File: config.mk
export PLATFORM = sky130hd
export DESIGN_NAME = nano_motor_ramp
export DESIGN_NICKNAME = d
export VERILOG_FILES = /design/src/rtl/nano_motor_ramp_pkg.sv /design/src/rtl/nano_motor_ramp_channel.sv /design/src/rtl/nano_motor_ramp.sv
export SDC_FILE = /design/constraint.sdc
export NUM_CORES = 1
export LEC_CHECK = 0
export CAP_MARGIN = 0
export CORE_ASPECT_RATIO = 1.4
export CORE_UTILIZATION = 45
export DETAILED_ROUTE_END_ITERATION = 8
export PLACE_DENSITY = 0.74
export SLEW_MARGIN = 0
export SYNTH_ARGS = -nofsm -noshare
export SYNTH_HDL_FRONTEND = slang
export SYNTH_SLANG_ARGS = --single-unit
File: constraint.sdc
create_clock -name clock -period 7 [get_ports clock]
set_clock_uncertainty 0.15 [all_clocks]
set_input_delay 0.7 -clock clock [delete_from_list [all_inputs] [get_ports clock]]
set_output_delay 0.7 -clock clock [all_outputs]
set_load 0.02 [all_outputs]
File: src/rtl/nano_motor_ramp_pkg.sv
// nano_motor_ramp_pkg
//   Shared definitions for the Nano rover motor output stage: channel state
//   encodings, H-bridge pin-pair encodings, the duty-level width and small
//   helpers used by the per-channel ramp logic.
package nano_motor_ramp_pkg;

  localparam int NUM_CH = 2;
  localparam int LVL_W  = 3;
  localparam logic [LVL_W-1:0] LVL_MAX = 3'd7;

  typedef enum logic [2:0] {
    ST_IDLE  = 3'd0,
    ST_RUN   = 3'd1,
    ST_DECEL = 3'd2,
    ST_DEAD  = 3'd3,
    ST_BRAKE = 3'd4
  } state_e;

  // {IN1, IN2}
  localparam logic [1:0] PINS_COAST = 2'b00;
  localparam logic [1:0] PINS_FWD   = 2'b10;
  localparam logic [1:0] PINS_REV   = 2'b01;
  localparam logic [1:0] PINS_BRAKE = 2'b11;

  function automatic logic [1:0] dir_pins(input logic dir);
    return dir ? PINS_FWD : PINS_REV;
  endfunction

  // One level step from cur toward tgt (no change when equal).
  function automatic logic [LVL_W-1:0] step_toward(input logic [LVL_W-1:0] cur,
                                                   input logic [LVL_W-1:0] tgt);
    if (cur < tgt) return cur + 1'b1;
    if (cur > tgt) return cur - 1'b1;
    return cur;
  endfunction

endpackage

File: src/rtl/nano_motor_ramp_channel.sv
// nano_motor_ramp_channel
//   One motor channel: input synchronizers, IDLE/RUN/DECEL/DEAD/BRAKE FSM,
//   ramp/dead-time tick counter, duty level register and PWM compare.
//   Ports:
//     clk_i, rst_ni      clock, async active-low reset
//     speed_i, dir_i,    raw (unsynchronized) commands
//     brake_i
//     pwm_cnt_i, tick_i  shared period counter and its last-cycle strobe
//     step_i             cycles of on-time per duty level
//     en_o               registered bridge enable
//     in1_o, in2_o       registered bridge direction pins
//     busy_o             level still moving, or reversal in progress
module nano_motor_ramp_channel
  import nano_motor_ramp_pkg::*;
#(
  parameter int CW               = 5,
  parameter int RAMP_PERIODS     = 4,
  parameter int DEADTIME_PERIODS = 8
) (
  input  logic             clk_i,
  input  logic             rst_ni,
  input  logic [LVL_W-1:0] speed_i,
  input  logic             dir_i,
  input  logic             brake_i,
  input  logic [CW-1:0]    pwm_cnt_i,
  input  logic             tick_i,
  input  logic [CW-1:0]    step_i,
  output logic             en_o,
  output logic             in1_o,
  output logic             in2_o,
  output logic             busy_o
);

  localparam int RD_MAX = (RAMP_PERIODS > DEADTIME_PERIODS) ? RAMP_PERIODS : DEADTIME_PERIODS;
  localparam int RCW    = $clog2(RD_MAX + 1);
  localparam logic [RCW-1:0] RAMP_LAST = RCW'(RAMP_PERIODS - 1);
  localparam logic [RCW-1:0] DEAD_LAST = RCW'(DEADTIME_PERIODS - 1);

  // 2-flop synchronizer: {speed, dir, brake}
  logic [LVL_W+1:0] sync1_q, sync2_q;
  logic [LVL_W-1:0] s_speed;
  logic             s_dir, s_brake;

  always_ff @(posedge clk_i or negedge rst_ni) begin
    if (!rst_ni) begin
      sync1_q <= '0;
      sync2_q <= '0;
    end else begin
      sync1_q <= {speed_i, dir_i, brake_i};
      sync2_q <= sync1_q;
    end
  end

  assign s_speed = sync2_q[LVL_W+1:2];
  assign s_dir   = sync2_q[1];
  assign s_brake = sync2_q[0];

  state_e           st_q;
  logic [LVL_W-1:0] level_q, tgt_q;
  logic             cur_dir_q;
  logic [RCW-1:0]   ramp_q;
  logic [1:0]       pins_q;
  logic             en_q;

  // Level 7 is full-on; a 7*STEP compare would leave a gap each period.
  logic [CW-1:0] thresh;
  logic          duty_on;
  assign thresh  = CW'(level_q) * step_i;
  assign duty_on = (level_q == LVL_MAX) || (pwm_cnt_i < thresh);

  // Brake is the only asynchronous-to-tick transition; everything else waits
  // for the period boundary so pins and duty never change mid-period.
  // ramp_q doubles as the dead-time counter while in DEAD.
  always_ff @(posedge clk_i or negedge rst_ni) begin
    if (!rst_ni) begin
      st_q      <= ST_IDLE;
      level_q   <= '0;
      tgt_q     <= '0;
      cur_dir_q <= 1'b0;
      ramp_q    <= '0;
      pins_q    <= PINS_COAST;
      en_q      <= 1'b0;
    end else begin
      en_q <= duty_on;
      if (s_brake) begin
        st_q    <= ST_BRAKE;
        level_q <= '0;
        tgt_q   <= '0;
        ramp_q  <= '0;
        pins_q  <= PINS_BRAKE;
        en_q    <= 1'b1;
      end else if (tick_i) begin
        case (st_q)
          ST_IDLE: begin
            if (s_speed != '0) begin
              st_q      <= ST_RUN;
              cur_dir_q <= s_dir;
              pins_q    <= dir_pins(s_dir);
              tgt_q     <= s_speed;
              ramp_q    <= '0;
            end
          end
          ST_RUN: begin
            if (s_dir != cur_dir_q) begin
              st_q   <= ST_DECEL;
              tgt_q  <= '0;
              ramp_q <= '0;
            end else if (level_q == '0 && s_speed == '0) begin
              st_q   <= ST_IDLE;
              pins_q <= PINS_COAST;
              tgt_q  <= '0;
              ramp_q <= '0;
            end else if (s_speed != tgt_q) begin
              // new target: restart the step interval
              tgt_q  <= s_speed;
              ramp_q <= '0;
            end else if (level_q == tgt_q) begin
              ramp_q <= '0;
            end else if (ramp_q == RAMP_LAST) begin
              ramp_q  <= '0;
              level_q <= step_toward(level_q, tgt_q);
            end else begin
              ramp_q <= ramp_q + 1'b1;
            end
          end
          ST_DECEL: begin
            if (level_q == '0 || (level_q == LVL_W'(1) && ramp_q == RAMP_LAST)) begin
              st_q    <= ST_DEAD;
              level_q <= '0;
              pins_q  <= PINS_COAST;
              ramp_q  <= '0;
            end else if (ramp_q == RAMP_LAST) begin
              ramp_q  <= '0;
              level_q <= level_q - 1'b1;
            end else begin
              ramp_q <= ramp_q + 1'b1;
            end
          end
          ST_DEAD: begin
            if (ramp_q == DEAD_LAST) begin
              st_q      <= ST_RUN;
              cur_dir_q <= s_dir;
              pins_q    <= dir_pins(s_dir);
              tgt_q     <= s_speed;
              ramp_q    <= '0;
            end else begin
              ramp_q <= ramp_q + 1'b1;
            end
          end
          ST_BRAKE: begin
            st_q   <= ST_IDLE;
            pins_q <= PINS_COAST;
          end
          default: st_q <= ST_IDLE;
        endcase
      end else if (st_q == ST_BRAKE) begin
        en_q <= 1'b1;
      end
    end
  end

  assign en_o   = en_q;
  assign in1_o  = pins_q[1];
  assign in2_o  = pins_q[0];
  assign busy_o = (st_q == ST_DECEL) || (st_q == ST_DEAD) ||
                  (((st_q == ST_RUN) || (st_q == ST_IDLE)) && (level_q != s_speed));

endmodule

File: src/rtl/nano_motor_ramp.sv
// nano_motor_ramp
//   Two-channel ramped PWM motor output stage feeding an L298N-style bridge.
//   Holds the shared PWM period counter and two channel instances.
//   PERIOD = CLK_HZ/PWM_HZ must be at least 7.
//   Ports:
//     clock, reset              clock, async active-low reset
//     speed_a/b, dir_a/b,       per-channel commands (level 0..7, 1 = forward,
//     brake_a/b                 level-sensitive brake)
//     enableA/B                 registered PWM enables
//     JA1/JA2, JA3/JA4          registered IN1/IN2 for channel A / B
//     busy_a/b                  channel still ramping or reversing
module nano_motor_ramp
  import nano_motor_ramp_pkg::*;
#(
  parameter int CLK_HZ           = 100_000_000,
  parameter int PWM_HZ           = 1_000,
  parameter int RAMP_PERIODS     = 4,
  parameter int DEADTIME_PERIODS = 8
) (
  input  logic       clock,
  input  logic       reset,
  input  logic [2:0] speed_a,
  input  logic [2:0] speed_b,
  input  logic       dir_a,
  input  logic       dir_b,
  input  logic       brake_a,
  input  logic       brake_b,
  output logic       enableA,
  output logic       enableB,
  output logic       JA1,
  output logic       JA2,
  output logic       JA3,
  output logic       JA4,
  output logic       busy_a,
  output logic       busy_b
);

  localparam int PERIOD = CLK_HZ / PWM_HZ;
  localparam int CW     = $clog2(PERIOD) + 1;
  localparam logic [CW-1:0] STEP      = CW'(PERIOD / 7);
  localparam logic [CW-1:0] PCNT_LAST = CW'(PERIOD - 1);

  logic [CW-1:0] pwm_cnt_q;
  logic          tick;

  assign tick = (pwm_cnt_q == PCNT_LAST);

  always_ff @(posedge clock or negedge reset) begin
    if (!reset)    pwm_cnt_q <= '0;
    else if (tick) pwm_cnt_q <= '0;
    else           pwm_cnt_q <= pwm_cnt_q + 1'b1;
  end

  logic [NUM_CH-1:0][LVL_W-1:0] spd_v;
  logic [NUM_CH-1:0]            dir_v, brk_v, en_v, in1_v, in2_v, busy_v;

  assign spd_v = {speed_b, speed_a};
  assign dir_v = {dir_b, dir_a};
  assign brk_v = {brake_b, brake_a};

  for (genvar c = 0; c < NUM_CH; c++) begin : g_ch
    nano_motor_ramp_channel #(
      .CW               (CW),
      .RAMP_PERIODS     (RAMP_PERIODS),
      .DEADTIME_PERIODS (DEADTIME_PERIODS)
    ) u_ch (
      .clk_i     (clock),
      .rst_ni    (reset),
      .speed_i   (spd_v[c]),
      .dir_i     (dir_v[c]),
      .brake_i   (brk_v[c]),
      .pwm_cnt_i (pwm_cnt_q),
      .tick_i    (tick),
      .step_i    (STEP),
      .en_o      (en_v[c]),
      .in1_o     (in1_v[c]),
      .in2_o     (in2_v[c]),
      .busy_o    (busy_v[c])
    );
  end

  assign enableA = en_v[0];
  assign enableB = en_v[1];
  assign JA1     = in1_v[0];
  assign JA2     = in2_v[0];
  assign JA3     = in1_v[1];
  assign JA4     = in2_v[1];
  assign busy_a  = busy_v[0];
  assign busy_b  = busy_v[1];

endmodule

After elaboration in Yosys (flattened, before gate mapping) --
Index checks and enable logic that the tools add are counted.
Operators by class: $add $sub $neg 7, $mul 2, order comparisons 6, eq/ne operators 55, mux-type cells 151, bitwise logic cells 2, reduce and logical (&&, ||, !) cells 48
Operators with widths (number):
- 3-bit 2-to-1 mux | 54
- 4-bit 2-to-1 mux | 20
- 1-bit 2-to-1 mux | 48
- 18-bit < comparator | 2
- 3-bit by 14-bit multiplier with 17-bit output, second input constant | 2
- 2-bit 2-to-1 mux | 16
- 4-bit case mux with 4 select lines | 2
- 3-bit by 1-bit inequality test with 1-bit output, second input constant | 10
- 5-bit AND reduction | 6
- 3-bit by 2-bit inequality test with 1-bit output, second input constant | 8
- 4-bit by 1-bit inequality test with 1-bit output, second input constant | 6
- 3-bit case mux with 4 select lines | 2
- 2-bit case mux with 5 select lines | 2
- 18-bit by 1-bit adder with 18-bit output, second input constant | 1
- 18-bit by 17-bit == test with 1-bit output, second input constant | 1
- 3-bit logical NOT | 6
- 18-bit 2-to-1 mux | 1
- 3-bit case mux with 3 select lines | 2
- 9-bit AND reduction | 2
- 7-bit AND reduction | 2
- 3-bit by 1-bit == test with 1-bit output, second input constant | 4
- 3-bit by 2-bit == test with 1-bit output, second input constant | 4
- 3-bit == test, second input constant | 4
- 3-bit inequality test | 4
- other kinds (22) | 62
Word-level totals: register bits after elaboration 72, input port bits 12, output and inout port bits 8, word-level logic and storage cells 290

Depth between registers and ports, before layout --
depth after elaboration 29, gate-level depth with buffers 16, depth with buffers taken out 16

Hierarchy --
From an unflattened synthesis, not the netlist that was laid out.
Unflattened totals: cell total of the unflattened synthesis 873, area, all modules 7410.9 um2
By module, submodules not included:
- nano_motor_ramp_channel at g_ch[0].u_ch | times used 1, cells each 400, area each 3305.7 um2
- nano_motor_ramp_channel at g_ch[1].u_ch | times used 1, cells each 394, area each 3260.6 um2
- nano_motor_ramp | times used 1, cells each 79, area each 844.6 um2

Worst setup path before layout --
No wires, ideal clock.
path type register to register, start point register g_ch[1].u_ch.level_q[0], end point register g_ch[1].u_ch.en_q, arrival time 3.829 ns, path slack 2.905 ns, stages on the path, launching flop included 17, path buffers 0, clock period less this slack 4.095 ns, cell sequence dfrtp_1 -> inv_1 -> ha_1 -> ha_1 -> fa_1 -> a21oi_1 -> o31ai_1 -> a21oi_1 -> o21bai_1 -> nor4b_1 -> a211oi_1 -> ha_1 -> a21o_1 -> a211o_1 -> a211oi_1 -> o31ai_1 -> o311ai_0
Between the ends: longest elaborated chain between the ends 6
RTL lines:
- start, declared | line nano_motor_ramp_channel.sv:59 | logic [LVL_W-1:0] level_q, tgt_q;
- start signal, assigned | line nano_motor_ramp_channel.sv:121 | level_q <= step_toward(level_q, tgt_q);
- start signal, assigned | line nano_motor_ramp_channel.sv:134 | level_q <= level_q - 1'b1;
- 3-bit by 14-bit multiplier with 17-bit output | line nano_motor_ramp_channel.sv:68 | assign thresh = CW'(level_q) * step_i;
- 18-bit < comparator | line nano_motor_ramp_channel.sv:69 | assign duty_on = (level_q == LVL_MAX) || (pwm_cnt_i < thresh);
- 1-bit logical OR (*) | line nano_motor_ramp_channel.sv:69
- 1-bit 2-to-1 mux | line nano_motor_ramp_channel.sv:156 | end else if (st_q == ST_BRAKE) begin
- 1-bit 2-to-1 mux (*) | line nano_motor_ramp_channel.sv:92 | end else if (tick_i) begin
- 1-bit 2-to-1 mux (*) | line nano_motor_ramp_channel.sv:85 | if (s_brake) begin
- end signal, assigned | line nano_motor_ramp_channel.sv:84 | en_q <= duty_on;
- end, declared | line nano_motor_ramp_channel.sv:63 | logic en_q;
Mark *: on every way between the ends. The rest lies on a longest branch, timed or not. A chain may end at the register's enable or synchronous reset.

Worst setup path after layout --
start point register g_ch[0].u_ch.level_q[0], end point register g_ch[0].u_ch.en_q
Between the ends: longest elaborated chain between the ends 6
RTL lines (line):
- start, declared | nano_motor_ramp_channel.sv:59
- start signal, assigned | nano_motor_ramp_channel.sv:121
- start signal, assigned | nano_motor_ramp_channel.sv:134
- 3-bit by 14-bit multiplier with 17-bit output | nano_motor_ramp_channel.sv:68
- 18-bit < comparator | nano_motor_ramp_channel.sv:69
- 1-bit logical OR (*) | nano_motor_ramp_channel.sv:69
- 1-bit 2-to-1 mux | nano_motor_ramp_channel.sv:156
- 1-bit 2-to-1 mux (*) | nano_motor_ramp_channel.sv:92
- 1-bit 2-to-1 mux (*) | nano_motor_ramp_channel.sv:85
- end signal, assigned | nano_motor_ramp_channel.sv:84
- end, declared | nano_motor_ramp_channel.sv:63
Marks and branches as above.

==> load_flow_metrics.sql <==
INSERT INTO impl_metrics (metric_group, metric, value, unit) VALUES
('detailed_routing', 'wl_met2', '7337', 'um'),
('detailed_routing', 'vias', '4644', ''),
('worst_hold_path', 'holdPathStages', '0', ''),
('global_route', 'grt_util_all_layers', '22.93', '%'),
('synth', 'synthesis.area', '5585', 'um2'),
('timing', 'maxSlewHeadroom', '37.99', '%'),
('clock_tree', 'clock_insertion_delay_at_the_later_pin_of_the_skew_report', '340', 'ps'),
('detailed_routing', 'route.antenna.remaining_nets', '0', ''),
('floorplan', 'rows', '47', ''),
('power', 'cell_pwr_density', '152.4', 'nW/um2'),
('critical_path', 'worst_r2r_startpoint', 'g_ch[0].u_ch.level_q[0]', ''),
('floorplan', 'x_dimension_of_the_die', '96.16', 'um'),
('finish', 'nFillCells', '1106', ''),
('power', 'irDropWorstVdd', '0.1237', 'mV'),
('clock_tree', 'cts_hold_buf', '0', ''),
('critical_path', 'crit_path_start_kind', 'flop', ''),
('critical_path', 'timing.reg2reg.setup_slack', '2350', 'ps'),
('global_route', 'grt_pass1_wl', '22870', 'um'),
('synth', 'synthesis.area_per_instance', '9.324', 'um2'),
('placed_design', 'place_congestion', '0.9167', ''),
('timing', 'period_share', '66.41', '%'),
('timing', 'final_critical_path_setup_slack', '2351', 'ps'),
('timing', 'drv_slew', '0', ''),
('clock_tree', 'tritoncts', 'built', ''),
('clock_tree', 'root_buffer', 'clkbuf_16', ''),
('placed_design', 'worst_setup_slack_after_placement', '2401', 'ps'),
('detailed_routing', 'highest_routed_metal_layer', 'met4', ''),
('timing', 'clock.fmax', '0.2151', 'GHz'),
('finish', 'layout_commonest_cell', 'dfrtp_1', ''),
('critical_path', 'critical_path_class', 'reg -> reg', ''),
('critical_path', 'r2r_cells', '16', ''),
('detailed_routing', 'first_pass_iters', '5', ''),
('finish', 'drive_gt1_share', '6.400', '%'),
('detailed_routing', 'finalWirelength', '13600', 'um'),
('floorplan', 'die_y', '133.8', 'um'),
('clock_tree', 'maximum_count_of_clock_buffers_along_a_single_path', '2', ''),
('timing', 'grt_setup_unrepaired', 'no', ''),
('detailed_routing', 'drt_iter0_drc', '270', ''),
('clock_tree', 'clk_pin_slew_worst_paths', '70', 'ps'),
('finish', 'final_cell_mix', 'dfrtp_1, ha_1, nand2_1', ''),
('critical_path', 'required', '7110', 'ps'),
('finish', 'antenna_cells_inserted', '0', ''),
('worst_hold_path', 'holdPathEnd', 'g_ch[1].u_ch.sync2_q[0]', ''),
('synth', 'mapped_cells', '599', ''),
('clock_tree', 'cts_made_buffers', '9', ''),
('synth', 'synth_warnings', '0', ''),
('timing', 'setup_viol', '0', ''),
('worst_hold_path', 'hold_start', 'g_ch[1].u_ch.sync1_q[0]', ''),
('critical_path', 'timing.critical_path.arrival', '4760', 'ps'),
('clock_tree', 'clock_sinks', '72', ''),
('floorplan', 'floorplan.die_area', '12870', 'um2'),
('floorplan', 'initial_core_util', '46.79', '%'),
('finish', 'layoutNonFillerInstCount', '772', ''),
('power', 'power.static_leakage', '2.803', 'nW'),
('detailed_routing', 'dr_wl_met3', '451', 'um'),
('detailed_routing', 'detail_route.drc_violations', '0', ''),
('floorplan', 'floorplan.io_pins', '20', ''),
('global_route', 'grt_start_max_net_pins', '73', ''),
('critical_path', 'critical_path_peak_fanout', '11', ''),
('synth', 'postSynth.asyncResetShare', '100.0', '%'),
('job', 'cap_viol_max_count', '0', ''),
('synth', 'synth_nets', '688', ''),
('global_route', 'first_global_vias', '4862', ''),
('synth', 'dominantRegCellSynth', 'dfrtp_1', ''),
('placed_design', 'post-dp-hpwl', '10360', 'um'),
('finish', 'syn2layout_area_growth', '11.60', '%'),
('run_status', 'outcome', 'complete, no violations', ''),
('placed_design', 'port-buffer-count', '19', ''),
('timing', 'max_slew.worst_pin.slew', '930.1', 'ps'),
('worst_hold_path', 'hold_path_class', 'reg -> reg', ''),
('synth', 'synth.yosys.seq_area_share', '32.26', '%');
==> synthesized netlist by cell type (3+ instances only) <==
cell        n  area share (%)
nand2b_1   13             1.5
and4_1      3            0.47
o211ai_1    5            0.67
o31ai_1     8             1.1
nor4_1      7            0.78
ha_1       71              16
a21o_1     14             1.9
nor2_1     41             2.8
a31oi_1     7            0.78
nand4_1     8            0.90
a2111oi_0   3            0.47
and3_1      4            0.45
nor3b_1     6            0.81
a311oi_1    3            0.47
a21oi_1    34             3.0
o21a_1      3            0.40
nand3_1    25             2.2
clkbuf_1    7            0.47
nor4bb_1    3            0.54
fa_1        6             2.2
nor2b_1    14             1.6
a2111o_1    3            0.60
xor2_1     19             3.0
nand2_1    51             3.4
a31o_2      3            0.47
inv_1      30             2.0
mux2i_1     5            0.90
dfrtp_1    72              32
nor3_1     13             1.2
or3_1       3            0.34
o21ai_0    22             2.0
xnor2_1    33             5.2
mux2_2      5             1.0
o21bai_1    5            0.67
==> state kept, by name, indices dropped and copies added (netlist names) <==
register             flops
pwm_cnt_q               18
g_ch.u_ch.sync1_q       10
g_ch.u_ch.sync2_q       10
g_ch.u_ch.ramp_q         8
g_ch.u_ch.level_q        6
g_ch.u_ch.st_q           6
g_ch.u_ch.tgt_q          6
g_ch.u_ch.pins_q         4
g_ch.u_ch.cur_dir_q      2
g_ch.u_ch.en_o           2
==> power breakdown <==
group	leakage, nW	switching, mW	total [mW]	internal [mW]
logic	1.75	0.0212	0.0365	0.0152
clock network	0.150	0.191	0.482	0.290
registers	0.900	0.00878	0.432	0.423
==> cell families after synthesis <==
kind of cell / count (synthesis) / share of synthesized area, %
AOI/OAI and AO/OA: 132 / 16.04
xor gates and xnor gates: 52 / 8.154
adders and majority gates: 77 / 18.06
buffers and inverters: 41 / 2.800
DFF: 72 / 32.26
muxes: 11 / 2.106
and+or+nand+nor: 214 / 20.59
==> layer usage <==
metal / up-vias / track usage [%]
met2: 141 / 41.69
li1: 2215 / -
met4: 0 / 10.61
met5: - / 0
met1: 2250 / 25.92
met3: 38 / 2.834
==> stage by stage <==
| step | power (mW) | util, % | area (um2) | hold slack, ps |
|---|---|---|---|---|
| floorplan | 0.4550 | - | 5585 | 181.2 |
| global placement | 0.4759 | 49.61 | 5922 | 181.9 |
| detailed placement | 0.4767 | 49.61 | 5922 | 185.7 |
| CTS | 0.9580 | 52.22 | 6233 | 197.3 |
| global route | 0.9779 | 52.22 | 6233 | 202.4 |
| finish | 0.9502 | 52.22 | 6233 | 191.7 |
==> worst max-delay path: stages (launching register included) <==
cell	delay, ps
dfrtp_1	630
inv_1	210
ha_1	420
ha_1	270
fa_1	450
a21oi_1	200
o31ai_1	140
a21oi_1	250
o21bai_1	130
a21oi_1	200
xnor2_1	140
ha_1	250
and4_1	220
a21oi_1	160
a21oi_1	80
a2111oi_0	460
a2111o_1	220
==> worst max path at each step <==
stage,endpoint,cells past startpoint,slack [ps],startpoint
after floorplan,g_ch[1].u_ch.en_o,16,2910,g_ch[1].u_ch.level_q[0]
after detailed placement,g_ch[0].u_ch.en_o,16,2400,g_ch[0].u_ch.level_q[0]
after CTS,g_ch[0].u_ch.en_o,16,2360,g_ch[0].u_ch.level_q[0]
final,g_ch[0].u_ch.en_o,16,2350,g_ch[0].u_ch.level_q[0]
after global routing,g_ch[0].u_ch.en_o,16,2020,g_ch[0].u_ch.level_q[0]
after global placement,g_ch[0].u_ch.en_o,16,2660,g_ch[0].u_ch.level_q[0]
==> final cells by class <==
type	instances	area (um2)	share of cell area, %
timing repair buffer	20	192.7	3.091
multi-input combinational	486	3627	58.19
clock inverter	6	72.57	1.164
inverter	31	116.4	1.867
clock buffer	10	239.0	3.834
sequential	72	1802	28.90
tap	147	183.9	2.951
Power figures use the tool's default switching activity.
